$ cat config.mk
export PLATFORM = sky130hd
export DESIGN_NAME = instr_encoder_loader
export DESIGN_NICKNAME = d
export VERILOG_FILES = /design/src/rtl/instr_encoder_loader.sv
export SDC_FILE = /design/constraint.sdc
export NUM_CORES = 1
export LEC_CHECK = 0
export CORE_ASPECT_RATIO = 1.25
export CORE_UTILIZATION = 35
export CTS_BUF_LIST = sky130_fd_sc_hd__clkbuf_16
export CTS_CLUSTER_SIZE = 24
export DETAILED_ROUTE_END_ITERATION = 16
export GPL_TIMING_DRIVEN = 0
export HOLD_SLACK_MARGIN = 0.15
export MAX_ROUTING_LAYER = met4
export PLACE_DENSITY = 0.73
export SETUP_SLACK_MARGIN = 0.5
export SYNTH_ARGS = -nofsm -noshare
export SYNTH_HDL_FRONTEND = slang
export SYNTH_SLANG_ARGS = --single-unit
export TNS_END_PERCENT = 1
$ cat constraint.sdc
create_clock -name clk -period 3 [get_ports clk]
set_clock_uncertainty 0.1 [all_clocks]
set_input_delay 0.45 -clock clk [delete_from_list [all_inputs] [get_ports clk]]
set_output_delay 0.45 -clock clk [all_outputs]
set_load 0.05 [all_outputs]
$ cat src/rtl/instr_encoder_loader.sv
// instr_encoder_loader
//    Packs a stream of decoded ARM instruction fields into 32-bit instruction
//    words and writes them to consecutive instruction-memory words, starting
//    at a programmed base address and wrapping modulo 2^ADDR_W.
//
// Ports
//    clk, reset_n          clock, asynchronous active-low reset
//    start                 begin a load (honoured only in IDLE or ERROR)
//    base_addr, count      first word address / number of beats, latched on start
//    in_valid, in_ready    field beat handshake
//    cond, op, funct,      decoded instruction fields; op=11 is illegal and
//    rn, rd, src2, imm24   aborts the load into ERROR
//    imem_we, imem_addr,   registered instruction-memory write port
//    imem_wdata
//    busy                  high in LOAD and DONE
//    done                  one-cycle completion pulse
//    err                   illegal op seen, held until the next start
module instr_encoder_loader #(
   parameter int ADDR_W = 6
) (
   input  logic              clk,
   input  logic              reset_n,
   input  logic              start,
   input  logic [ADDR_W-1:0] base_addr,
   input  logic [ADDR_W:0]   count,
   input  logic              in_valid,
   output logic              in_ready,
   input  logic [3:0]        cond,
   input  logic [1:0]        op,
   input  logic [5:0]        funct,
   input  logic [3:0]        rn,
   input  logic [3:0]        rd,
   input  logic [11:0]       src2,
   input  logic [23:0]       imm24,
   output logic              imem_we,
   output logic [ADDR_W-1:0] imem_addr,
   output logic [31:0]       imem_wdata,
   output logic              busy,
   output logic              done,
   output logic              err
);

   typedef enum logic [1:0] {
      IDLE  = 2'd0,
      LOAD  = 2'd1,
      DONE  = 2'd2,
      ERROR = 2'd3
   } state_t;

   state_t            state;
   state_t            state_nxt;
   logic [ADDR_W-1:0] wptr;
   logic [ADDR_W:0]   remaining;
   logic              accept;
   logic              start_ok;
   logic              illegal;

   // Branch words carry only the top two funct bits (link/cond-class) ahead
   // of the 24-bit offset; everything else uses the full field layout.
   function automatic logic [31:0] encode_word(
      input logic [3:0]  c,
      input logic [1:0]  o,
      input logic [5:0]  f,
      input logic [3:0]  n,
      input logic [3:0]  d,
      input logic [11:0] s,
      input logic [23:0] i24
   );
      if (o == 2'b10)
         return {c, o, f[5:4], i24};
      else
         return {c, o, f, n, d, s};
   endfunction

   // in_ready depends only on registered state so the handshake never forms
   // a combinational path from in_valid back to in_ready.
   assign in_ready = (state == LOAD) && (remaining != '0);
   assign accept   = in_valid & in_ready;
   assign start_ok = start && ((state == IDLE) || (state == ERROR));
   assign illegal  = (op == 2'b11);

   always_ff @(posedge clk or negedge reset_n) begin
      if (!reset_n)
         state <= IDLE;
      else
         state <= state_nxt;
   end

   always_comb begin
      state_nxt = state;
      busy      = 1'b0;
      done      = 1'b0;
      err       = 1'b0;
      case (state)
         IDLE: begin
            if (start)
               state_nxt = (count != '0) ? LOAD : DONE;
         end
         LOAD: begin
            busy = 1'b1;
            if (accept) begin
               if (illegal)
                  state_nxt = ERROR;
               else if (remaining == {{ADDR_W{1'b0}}, 1'b1})
                  state_nxt = DONE;
            end
         end
         DONE: begin
            busy      = 1'b1;
            done      = 1'b1;
            state_nxt = IDLE;
         end
         ERROR: begin
            err = 1'b1;
            if (start)
               state_nxt = (count != '0) ? LOAD : DONE;
         end
         default: state_nxt = IDLE;
      endcase
   end

   // Write stage: an accepted legal beat is registered onto the memory port
   // for exactly one cycle; the pointer advances only for words written.
   always_ff @(posedge clk or negedge reset_n) begin
      if (!reset_n) begin
         wptr       <= '0;
         remaining  <= '0;
         imem_we    <= 1'b0;
         imem_addr  <= '0;
         imem_wdata <= '0;
      end else begin
         imem_we <= 1'b0;
         if (start_ok) begin
            wptr      <= base_addr;
            remaining <= count;
         end else if (accept) begin
            remaining <= remaining - 1'b1;
            if (!illegal) begin
               imem_we    <= 1'b1;
               imem_addr  <= wptr;
               imem_wdata <= encode_word(cond, op, funct, rn, rd, src2, imm24);
               wptr       <= wptr + 1'b1;
            end
         end
      end
   end

endmodule

==> results.cfg <==
[detailed_routing]
vias = 2354
drc_errors = 0
drt_iter0_drc = 68
ant_nets = 0
viasPerCell = 5.00
wl_per_cell_um = 14.6
firstDrtPassIters = 4
routed_wl_um = 6900

[cells_and_area]
nNetsFinal = 459
layout-drive-gt1-share = 0.0950
fin_util = 0.562
insertedDiodeCount = 0
syn_to_final_growth_pct = 54.3

[floorplan]
die_w_um = 80.5
row_count = 35
core_area_sq_um = 7400
die_h_um = 100
initial_core_util = 0.364
pin_count = 116
dieArea_sq_um = 8060

[pwr]
worst_ir_drop_vdd_mv = 0.845
clkPwrFrac = 0.117
switching_share = 0.478
seq_power_share = 0.292
combPwrFrac = 0.591
p_leak_nw = 1.71
switchingPower_w = 0.00222
intPower_w = 0.00242
power_density_nw_per_um2 = 1110
p_total_w = 0.00464

[timing]
fin_crit_ns = 2.49
setup_violations = 0
hold_viol = 0
period_share = 0.829
fmax_ghz = 0.402
timing.hold.ws_ns = 0.386
slew_headroom = 0.512
rsz0062_at_grt = true
worst_slew_pin_slew_ns = 0.731
drv_slew = 0

[global_route]
grt_pass1_vias = 2262
antenna_found_initial = 0
gr-total-overflow = 0
grt_max_degree = 31
grt_pass1_wl_um = 10700
track_usage = 0.175

[logic_synthesis]
synth.area.top_cells = dfrtp_1 50%, mux2i_1 8.9%, a21oi_1 4.6%
synthMuxAreaShare = 0.152
synthAdderAreaFrac = 0.0325
ys_ff_latch = 54
synth_cells = 252
synth-compound-area-share = 0.136
synth-xor-area-share = 0.0195
seq_area_frac_synth = 0.501
synth_top_area_frac = 0.501
synth_area_sq_um = 2700
synth_top_family_by_area = multiplexers
synth_cell_types = 43
yosysWarnings = 0
synth_edf_count = 0
synthesis.nets = 332
synth_common_cells = 54 x dfrtp_1, 31 x nor2_1, 25 x a21oi_1
yosys.area.top_type = dfrtp_1
synthSimpleGateAreaFrac = 0.119
async_flop_share = 1.00
syn_avg_cell_area_sq_um = 10.7
post-synth-top-count-cell = dfrtp_1
synthFlopType = dfrtp_1

[worst_setup_path]
rrSetupSlack_ns = 0.59
cp_slowest_stage_delay_ns = 0.42
endpoint_kind = primary output
critPathMaxFanout = 4
arrival_ns = 1.94
crit_required_ns = 2.45
crit_type = reg -> out
path_cells = inv_1 -> ha_1 -> nor3b_4 -> nand2_1 -> and2_1 -> dlygate4sd2_1
critical_path.slowest_cell = dlygate4sd2_1
start_kind = flop

[status]
outcome = finished clean

[clock_tree]
cts_buffers = 5
cts_tree = built
cts.clk_slew.worst_paths_ns = 0.07
clkSinkCount = 54
clk_latency_ns = 0.28
h-tree-depth = 2
clock_path_buffers = 2
clockRootBuffer = clkbuf_16

[job]
cap_violations = 0

[placed_design]
io_buffer_count = 115
dp_hpwl_um = 5490
place_congestion = 0.797

[min_path]
holdCritPathClass = reg -> reg
==> registers in the layout, indices dropped and copies added (netlist names) <==
register and count:
imem_addr 6, imem_wdata 32, imem_we 1, remaining 7
state 2, wptr 6
==> critical path: cells and delay by family (launching register included) <==
kind | cells | cell delay, ns
fa+ha+maj | 1 | 0.20
flops | 1 | 0.41
buf+inv | 2 | 0.55
simple gates | 3 | 0.50
==> final timing paths <==
kind / start / end / depth (start not counted)
hold reg to reg: imem_wdata[28]$_DFFE_PN0P_ / imem_wdata[28]$_DFFE_PN0P_ / 1
setup reg to reg: state[0]$_DFFE_PN0P_ / imem_addr[5]$_DFFE_PN0P_ / 8
setup / recovery: remaining[0]$_DFFE_PN0P_ / in_ready / 6
max in group asynchronous: reset_n / imem_wdata[21]$_DFFE_PN0P_ / 3
hold / removal: imem_wdata[28]$_DFFE_PN0P_ / imem_wdata[28]$_DFFE_PN0P_ / 1
min in group asynchronous: reset_n / imem_wdata[5]$_DFFE_PN0P_ / 2
==> metrics by stage <==
step	instance area, sq um	setup WS, ns	TNS, ns	instances
3_5_place_dp	3980	0.218	0	460
2_1_floorplan	2700	0.724	0	252
6_report	4160	0.512	0	471
5_1_grt	4160	0.409	0	471
4_1_cts	4140	0.446	0	469
3_3_place_gp	3960	-0.263	-14.04	459
==> placed cells by master, fill, tap and decap left out, drive strengths merged, types with 8 or more instances in the layout <==
master | netlist | routed
a21oi | 25 | 25
buf | 10 | 15
clkbuf | 3 | 8
clkdlybuf4s50 | 0 | 112
dfrtp | 54 | 54
inv | 9 | 10
mux2 | 15 | 15
mux2i | 24 | 24
nand2 | 13 | 13
nor2 | 31 | 31
o21ai | 10 | 10
==> logic make-up after synthesis <==
logic type / count (synthesis)
and+or+nand+nor: 67
buffers and inverters: 22
adders and majority gates: 7
DFF: 54
xor gates and xnor gates: 6
muxes: 39
AOI/OAI and AO/OA: 57
==> layout make-up <==
type	instances	area [sq um]
Tap cell	92	115
Buffer	13	76.3
Multi-Input combinational cell	176	1250
Inverter	9	33.8
Clock buffer	5	125
Sequential cell	54	1350
Timing Repair Buffer	120	1200
Fill cell	655	3240
Clock inverter	2	11.3
==> power by group through the flow <==
stage,Clock [W],Sequential [W],Combinational (W)
floorplan,0,0.00222,0.000933
global placement,0,0.00133,0.00270
detailed placement,0,0.00136,0.00274
CTS,0.000558,0.00135,0.00276
global route,0.000582,0.00140,0.00292
finish,0.000543,0.00135,0.00274
==> per-layer routing <==
| metal | vias to the layer above | track usage | share of wire |
|---|---|---|---|
| met5 | - | - | 0 |
| met4 | 0 | 0.0412 | 0.012 |
| met3 | 8 | 0.0345 | 0.090 |
| met2 | 90 | 0.313 | 0.50 |
| met1 | 1117 | 0.200 | 0.40 |
| li1 | 1139 | - | - |
==> what timing repair did <==
action,4_1_cts,5_1_grt
buffers inserted,1,2
hold endpoints to repair,24,0
gates resized for setup,3,1
hold buffers,1,0
pin swaps,1,1
setup endpoints to repair,26,35
No activity file was read; power rests on OpenSTA's default activity.
